===== src/rtl/spi_txn_arbiter.sv =====
// Round-robin arbiter/sequencer sharing one SPI byte engine among NREQ requesters.
// Define SPI_TIMEOUT_EN to build the done_tick watchdog that aborts a stalled burst.
//
// state | meaning
// IDLE  | no owner; grant first requester at or after the rr pointer
// SETUP | ss_n low, counting SS_SETUP cycles before the first byte
// LOAD  | waiting for engine ready, then start one byte
// XFER  | byte in flight, waiting for done_tick
// HOLD  | last byte done, ss_n held low for SS_HOLD cycles
// GAP   | ss_n released, SS_GAP cycles before the next grant
module spi_txn_arbiter #(
   parameter int NREQ        = 2,
   parameter int LEN_W       = 4,
   parameter int SS_SETUP    = 4,
   parameter int SS_HOLD     = 4,
   parameter int SS_GAP      = 2,
   parameter int TIMEOUT_CYC = 1024
) (
   input  logic                  clk,
   input  logic                  reset,
   input  logic [NREQ-1:0]       req,
   input  logic [NREQ*LEN_W-1:0] req_len,
   input  logic [NREQ-1:0]       req_cpol,
   input  logic [NREQ-1:0]       req_cpha,
   input  logic [NREQ*16-1:0]    req_dvsr,
   input  logic [NREQ*8-1:0]     tx_data,
   output logic [NREQ-1:0]       grant,
   output logic [NREQ-1:0]       tx_rd,
   output logic [7:0]            rx_data,
   output logic [NREQ-1:0]       rx_valid,
   output logic [NREQ-1:0]       txn_done,
   output logic [NREQ-1:0]       txn_err,
   output logic [NREQ-1:0]       ss_n,
   output logic                  spi_start,
   output logic [7:0]            spi_din,
   output logic [15:0]           spi_dvsr,
   output logic                  spi_cpol,
   output logic                  spi_cpha,
   input  logic                  spi_ready,
   input  logic                  spi_done_tick,
   input  logic [7:0]            spi_dout
);

   localparam int IDX_W   = (NREQ > 1) ? $clog2(NREQ) : 1;
   localparam int TMR_MAX = (SS_SETUP > SS_HOLD) ?
                            ((SS_SETUP > SS_GAP) ? SS_SETUP : SS_GAP) :
                            ((SS_HOLD > SS_GAP) ? SS_HOLD : SS_GAP);
   localparam int TMR_W   = $clog2(TMR_MAX + 1);

   localparam logic [TMR_W-1:0] SETUP_LD = TMR_W'(SS_SETUP - 1);
   localparam logic [TMR_W-1:0] HOLD_LD  = TMR_W'(SS_HOLD - 1);
   localparam logic [TMR_W-1:0] GAP_LD   = TMR_W'(SS_GAP - 1);
   localparam logic [IDX_W-1:0] LAST_IDX = IDX_W'(NREQ - 1);

   if (SS_SETUP < 1 || SS_HOLD < 1 || SS_GAP < 1 || TIMEOUT_CYC < 2) begin : g_bad_param
      $error("spi_txn_arbiter: SS_* must be >= 1 and TIMEOUT_CYC >= 2");
   end

   typedef enum logic [2:0] {IDLE, SETUP, LOAD, XFER, HOLD, GAP} state_t;

   state_t           state, state_nx;
   logic [IDX_W-1:0] ptr, ptr_nx;
   logic [IDX_W-1:0] idx, idx_nx;
   logic [IDX_W-1:0] pick, cand;
   logic             found;
   logic [LEN_W-1:0] byte_cnt, byte_cnt_nx;
   logic [TMR_W-1:0] tmr, tmr_nx;
   logic [NREQ-1:0]  grant_nx, ss_n_nx, rx_valid_nx, txn_done_nx;
   logic [15:0]      spi_dvsr_nx;
   logic             spi_cpol_nx, spi_cpha_nx;
   logic [7:0]       rx_data_nx;

   logic [7:0]       tx_byte  [NREQ];
   logic [LEN_W-1:0] len_field[NREQ];
   logic [15:0]      dvsr_field[NREQ];

   for (genvar g = 0; g < NREQ; g++) begin : g_split
      assign tx_byte[g]    = tx_data[g*8 +: 8];
      assign len_field[g]  = req_len[g*LEN_W +: LEN_W];
      assign dvsr_field[g] = req_dvsr[g*16 +: 16];
   end

`ifdef SPI_TIMEOUT_EN
   localparam int WDOG_W = $clog2(TIMEOUT_CYC);
   localparam logic [WDOG_W-1:0] WDOG_LD = WDOG_W'(TIMEOUT_CYC - 1);

   logic [WDOG_W-1:0] wdog, wdog_nx;
   logic [NREQ-1:0]   txn_err_nx;
`endif

   always_comb begin
      state_nx    = state;
      ptr_nx      = ptr;
      idx_nx      = idx;
      byte_cnt_nx = byte_cnt;
      tmr_nx      = tmr;
      grant_nx    = grant;
      ss_n_nx     = ss_n;
      spi_dvsr_nx = spi_dvsr;
      spi_cpol_nx = spi_cpol;
      spi_cpha_nx = spi_cpha;
      rx_data_nx  = rx_data;
      rx_valid_nx = '0;
      txn_done_nx = '0;
      spi_start   = 1'b0;
      spi_din     = '0;
      tx_rd       = '0;
      found       = 1'b0;
      pick        = '0;
      cand        = '0;
`ifdef SPI_TIMEOUT_EN
      wdog_nx     = wdog;
      txn_err_nx  = '0;
`endif
      case (state)
         IDLE: begin
            for (int k = 0; k < NREQ; k++) begin
               cand = IDX_W'((int'(ptr) + k) % NREQ);
               if (!found && req[cand]) begin
                  found = 1'b1;
                  pick  = cand;
               end
            end
            if (found) begin
               idx_nx         = pick;
               grant_nx       = '0;
               grant_nx[pick] = 1'b1;
               ss_n_nx        = ~grant_nx;
               byte_cnt_nx    = len_field[pick];
               spi_dvsr_nx    = dvsr_field[pick];
               spi_cpol_nx    = req_cpol[pick];
               spi_cpha_nx    = req_cpha[pick];
               tmr_nx         = SETUP_LD;
               state_nx       = SETUP;
            end
         end
         SETUP: begin
            if (tmr == '0) state_nx = LOAD;
            else           tmr_nx   = tmr - 1'b1;
         end
         LOAD: begin
            // start is combinational on ready so it can never fire into a busy engine
            if (spi_ready) begin
               spi_start  = 1'b1;
               spi_din    = tx_byte[idx];
               tx_rd[idx] = 1'b1;
               state_nx   = XFER;
`ifdef SPI_TIMEOUT_EN
               wdog_nx    = WDOG_LD;
`endif
            end
         end
         XFER: begin
            if (spi_done_tick) begin
               rx_data_nx       = spi_dout;
               rx_valid_nx[idx] = 1'b1;
               if (byte_cnt == '0) begin
                  tmr_nx   = HOLD_LD;
                  state_nx = HOLD;
               end else begin
                  byte_cnt_nx = byte_cnt - 1'b1;
                  state_nx    = LOAD;
               end
            end
`ifdef SPI_TIMEOUT_EN
            else if (wdog == '0) begin
               ss_n_nx         = '1;
               grant_nx        = '0;
               txn_err_nx[idx] = 1'b1;
               tmr_nx          = GAP_LD;
               state_nx        = GAP;
            end else begin
               wdog_nx = wdog - 1'b1;
            end
`endif
         end
         HOLD: begin
            if (tmr == '0) begin
               ss_n_nx          = '1;
               grant_nx         = '0;
               txn_done_nx[idx] = 1'b1;
               tmr_nx           = GAP_LD;
               state_nx         = GAP;
            end else begin
               tmr_nx = tmr - 1'b1;
            end
         end
         GAP: begin
            if (tmr == '0) begin
               ptr_nx   = (idx == LAST_IDX) ? '0 : idx + 1'b1;
               state_nx = IDLE;
            end else begin
               tmr_nx = tmr - 1'b1;
            end
         end
         default: state_nx = IDLE;
      endcase
   end

   always_ff @(posedge clk) begin
      if (!reset) begin
         state    <= IDLE;
         ptr      <= '0;
         idx      <= '0;
         byte_cnt <= '0;
         tmr      <= '0;
         grant    <= '0;
         ss_n     <= '1;
         spi_dvsr <= '0;
         spi_cpol <= 1'b0;
         spi_cpha <= 1'b0;
         rx_data  <= '0;
         rx_valid <= '0;
         txn_done <= '0;
      end else begin
         state    <= state_nx;
         ptr      <= ptr_nx;
         idx      <= idx_nx;
         byte_cnt <= byte_cnt_nx;
         tmr      <= tmr_nx;
         grant    <= grant_nx;
         ss_n     <= ss_n_nx;
         spi_dvsr <= spi_dvsr_nx;
         spi_cpol <= spi_cpol_nx;
         spi_cpha <= spi_cpha_nx;
         rx_data  <= rx_data_nx;
         rx_valid <= rx_valid_nx;
         txn_done <= txn_done_nx;
      end
   end

`ifdef SPI_TIMEOUT_EN
   always_ff @(posedge clk) begin
      if (!reset) begin
         wdog    <= '0;
         txn_err <= '0;
      end else begin
         wdog    <= wdog_nx;
         txn_err <= txn_err_nx;
      end
   end
`else
   assign txn_err = '0;
`endif

endmodule


===== config.mk =====
export PLATFORM = sky130hd
export DESIGN_NAME = spi_txn_arbiter
export DESIGN_NICKNAME = d
export VERILOG_FILES = /design/src/rtl/spi_txn_arbiter.sv
export SDC_FILE = /design/constraint.sdc
export NUM_CORES = 1
export LEC_CHECK = 0
export CORE_UTILIZATION = 36
export DETAILED_ROUTE_END_ITERATION = 6
export HOLD_SLACK_MARGIN = 0.06
export PLACE_DENSITY = 0.84
export SYNTH_ARGS = -nofsm -noshare
export SYNTH_HDL_FRONTEND = slang
export SYNTH_SLANG_ARGS = --single-unit

===== constraint.sdc =====
create_clock -name clk -period 1.77 [get_ports clk]
set_clock_uncertainty 0.2 [all_clocks]
set_input_delay 0.177 -clock clk [delete_from_list [all_inputs] [get_ports clk]]
set_output_delay 0.177 -clock clk [all_outputs]
set_load 0.02 [all_outputs]

# Word level (Yosys, flattened, before mapping)
# Cells that the tools add are included.
# classes
add_sub_neg	4
magnitude_cmp	8
eq_ne	14
muxes	59
n_bitwise	3
reduce_logical	20
# ops
op	n
$mux 16	3
$mux 8	5
$mux 3	12
$mux 4	6
$mux 1	20
$ne 2x2->1 const B	9
$pmux 3 s6	1
$mux 2	6
$pmux 3 s4	1
$reduce_and 3->1	3
$lt 1x2->1 const B	4
$pmux 2 s2	2
$pmux 4 s2	1
$eq 3x2->1 const B	2
$eq 3x3->1 const B	2
$logic_not 3->1	2
$reduce_and 2->1	3
$reduce_and 6->1	1
$reduce_and 5->1	1
$ge 2x2->1 const B	2
$logic_not 4->1	1
$not 1->2	2
$reduce_and 4->1	1
$reduce_bool 2->1	2
11 further kinds	16
# totals
reg_bits	46
input_bits	74
output_inout_bits	47
wordCells	121

# Depth between registers and ports, before layout
# Gate-level depths: netlist of run 1.
# depth
depth_word	15
ltp_mapped	7
ltp_nobuf	7

# Worst setup path after synthesis of run 1
# Ideal clock, no wire load.
# synth_timing
kind	register to register
from	register tmr[0]
to	register tmr[2]
setup_ns	0.116
arrival_ns	1.431
t_required_ns	1.454
slack_ns	0.024
path_stages_with_launch	8
path_buffers	0
synth_period_minus_slack_ns	1.746
cell_sequence	dfxtp_1 > inv_1 > ha_1 > nor2b_1 > a21o_1 > a21oi_1 > o21ai_1 > a31o_1
# synth_between
elab_chain_len	3
word_cells_on_any_way	7
cone_classes	add/sub: 1; eq/ne: 1; mux: 3; reduce/logical: 2
# synth_lines
item	line	rtl
start, declared	67	logic [TMR_W-1:0] tmr, tmr_nx;
start signal, assigned	220	tmr <= tmr_nx;
$sub 3x1->3 or $logic_not 3->1 (tied branches)	--	
$mux 3 (tied with other cells)	138, 189	
$pmux 3 s4 or $reduce_and 5->1 (tied branches)	--	
# Parallel ways exist; a longest one is shown, timed or not. The select of a mux whose other input is x is not followed.
# A chain may end at the register's enable or synchronous reset.

# Worst setup path after layout of run 1
# layout_timing
from	register tmr[1]
to	register state[2]
# layout_between
elab_chain_len	3
word_cells_on_any_way	5
cone_classes	eq/ne: 3; reduce/logical: 2
# layout_lines
item	line	rtl
$logic_not 3->1 *	138, 178, 189	
$ne 2x2->1 (no line)	--	
$reduce_and 6->1 (no line) *	--	
end signal, assigned	216	state <= state_nx;
end, declared	61	state_t state, state_nx;
# Every way passes the cells marked *; elsewhere a longest branch is shown, timed or not.

==> flow_metrics.py, run 1 <==
metrics = {
    "worst_setup_path": {
        "required_ns": 1.77,
        "cp.arrival_ns": 1.86,
        "crit_top_cell": "a311oi_2",
        "path_delay_family": "compound AO/OA/AOI/OAI gates",
        "path_max_fanout": 3,
        "cp_cell_sequence": "inv_2 > ha_4 > nor2b_4 > nor3_1 > a311oi_2 > nor2_2 > a311oi_2",
        "critPathKind": "reg2reg",
        "cp_slowest_cell": "a311oi_2",
        "cpPeakStageDelay_ns": 0.41,
        "cp.buffers_inverters": 1,
        "cp-start-kind": "flip-flop",
        "end_kind": "flip-flop",
    },
    "power": {
        "p_leak_nw": 1.760,
        "ir_drop_uv": 692.7,
        "power_mw": 5.560,
        "powerDensity_nw_per_um2": 1347,
    },
    "routing": {
        "drtIter0Drc": 155,
        "wl_per_cell_um": 13.97,
        "ant_nets": 0,
        "drc": 0,
        "vias": 2549,
        "viasPerCell": 5.058,
        "routed_wl_um": 7039,
        "drtPass1Iterations": 4,
    },
    "timing": {
        "setup_slack_ns": -0.09490,
        "slew_viol_final": 0,
        "finalCritPeriodShare": 1.054,
        "min_period_ns": 1.865,
        "fmax_ghz": 0.5362,
        "hold_violations": 0,
        "rsz0062_at_grt": "true",
        "setup_viol_count_final": 7,
    },
    "min_path": {
        "hold_class": "in2reg",
    },
    "yosys": {
        "synth_warnings": 0,
        "synth_area_um2": 2316,
        "syn_area_per_cell_um2": 8.515,
        "synth_edf_count": 0,
        "async_flop_share": 0,
        "ys.flop_type": "dfxtp_1",
        "ys_top_cells_by_area": "dfxtp_1 (40%), mux2i_1 (12%), nor2_1 (6.6%)",
        "synth_seq_cells": 46,
        "synth-seq-area-share": 0.3976,
        "synth_cell_types": 47,
        "synthCells": 272,
        "synth_top_area_share": 0.3976,
        "yosysTopAreaCell": "dfxtp_1",
    },
    "global_routing": {
        "grt_pass1_wl_um": 10610,
        "grt_max_degree": 26,
        "antenna_found_initial": 0,
        "grt_pass1_vias": 2458,
        "overflow": 0,
        "track_usage": 0.2040,
    },
    "cts": {
        "clock_path_buffers": 2,
        "cts.clk_slew.worst_paths_ns": 0.09,
        "cts-htree-levels": 2,
        "root_buffer": "clkbuf_8",
        "cts_tree": "yes",
        "clk_latency_ns": 0.30,
        "cts_made_buffers": 5,
        "cts.sinks": 46,
    },
    "final_layout": {
        "finish.instance_area_um2": 4128,
        "num-nets-final": 506,
        "diodes": 0,
        "mostFrequentLayoutCell": "clkdlybuf4s50_1",
        "layout-drive-gt1-share": 0.2448,
        "fill_cells": 483,
        "final_cell_mix": "clkdlybuf4s50_1 (107), buf_4 (48), dfxtp_1 (39), nor2_1 (36), nand2_1 (32)",
        "synthToLayoutAreaGrowth_pct": 78.23,
        "utilization": 0.6810,
    },
    "floorplanning": {
        "die_x_um": 82.21,
        "die_area_um2": 6758,
        "start_util": 0.3821,
        "die_h_um": 82.21,
        "rows": 28,
        "ios": 121,
        "coreArea_um2": 6061,
    },
    "run": {
        "max_cap_violations": 0,
    },
    "run_status": {
        "violations": "setup timing",
        "status": "finished, violations left",
    },
    "placed_design": {
        "postPlaceCellArea_um2": 3809,
        "dp_slack_ns": -0.4229,
        "numPortBuffers": 118,
        "hpwl_um": 5091,
        "gp_congestion": 0.8115,
    },
}
-- stage by stage --
stage	TNS [ns]	hold slack (ns)	std cells
3_3_place_gp	-7.642	0.2406	484
3_5_place_dp	-8.327	0.2471	484
4_1_cts	-0.4119	0.2160	496
2_1_floorplan	0	0.1119	273
5_1_grt	-1.651	0.2132	504
6_report	-0.3587	0.2210	504
-- metal layers --
metal  global-route usage  part of all wire
met1               0.2242              0.38
met2               0.3645              0.50
met3              0.06484             0.097
met4              0.07544             0.020
met5                    0                 0
-- Yosys cell counts (3+ instances only) --
| cell | instances |
|---|---|
| a211oi_1 | 13 |
| a21boi_1 | 8 |
| a21oi_1 | 9 |
| buf_2 | 8 |
| clkbuf_1 | 8 |
| dfxtp_1 | 46 |
| ha_1 | 4 |
| inv_1 | 8 |
| mux2_2 | 4 |
| mux2i_1 | 27 |
| nand2_1 | 32 |
| nand3_1 | 6 |
| nand3b_1 | 3 |
| nor2_1 | 41 |
| nor2b_1 | 4 |
| o211a_1 | 5 |
| o21ai_0 | 4 |
| o21ai_1 | 6 |
-- report_power, final --
group | switching [mW] | internal, mW
clock | 0.354 | 0.416
combinational | 1.55 | 1.67
sequential | 0.208 | 1.36
-- flip-flops by register name, summed over array words and instances (netlist names) --
signal    count
txn_done      2
tmr           3
state         3
rx_valid      2
rx_data       8
idx           1
byte_cnt      4
spi_cpha      1
spi_dvsr     16
ss_n          2
ptr           1
grant         2
spi_cpol      1
-- kinds of logic after synthesis --
| kind of cell | share of synthesized area |
|---|---|
| adders and majority gates | 0.02161 |
| buffers and inverters | 0.05294 |
| AOI/OAI and AO/OA | 0.1864 |
| other | 0.001619 |
| DFF | 0.3976 |
| and+or+nand+nor | 0.2037 |
| muxes | 0.1361 |
-- what timing repair did --
item	in CTS	in global routing
pin swaps	19	13
setup buffers	4	7
setup endpoints to repair	25	49
cloned	0	1
endpoints found under the hold margin	0	0
hold buffers	0	0
gates resized for setup	65	27
-- worst register-to-register path, delay by kind of cell (launching register included) --
kind,cells,cell delay [ns]
compound gates,2,0.69
fa+ha+maj,1,0.13
buf+inv,1,0.08
flops,1,0.34
simple gates,3,0.34
-- worst paths after layout --
kind          startpoint    endpoint  slack [ns]  cells past startpoint
min reg2reg   rx_data[2]  rx_data[2]        0.26                      2
max reg2reg       tmr[1]    state[2]       -0.09                      7
max               tmr[1]    state[2]       -0.09                      7
min          spi_dout[7]  rx_data[7]        0.22                      3
-- area by class of cell --
cell class	count	area (µm²)	area share
Multi-Input combinational cell	199	1385	0.3356
Sequential cell	46	929.6	0.2252
Clock buffer	5	68.82	0.01667
Timing Repair Buffer	167	1577	0.3819
Clock inverter	3	40.04	0.009700
Tap cell	75	93.84	0.02273
Inverter	9	33.78	0.008184
(Power assumes the default switching activity.)
==> run 2, diff against run 1 <==
--- a/config.mk
+++ b/config.mk
@@ -9,6 +9,7 @@
 export DETAILED_ROUTE_END_ITERATION = 6
 export HOLD_SLACK_MARGIN = 0.06
 export PLACE_DENSITY = 0.84
+export SLEW_MARGIN = 40
 export SYNTH_ARGS = -nofsm -noshare
 export SYNTH_HDL_FRONTEND = slang
 export SYNTH_SLANG_ARGS = --single-unit
==> results of run 2 <==
No change in the layout: final DEF, timing and power equal those of run 1.
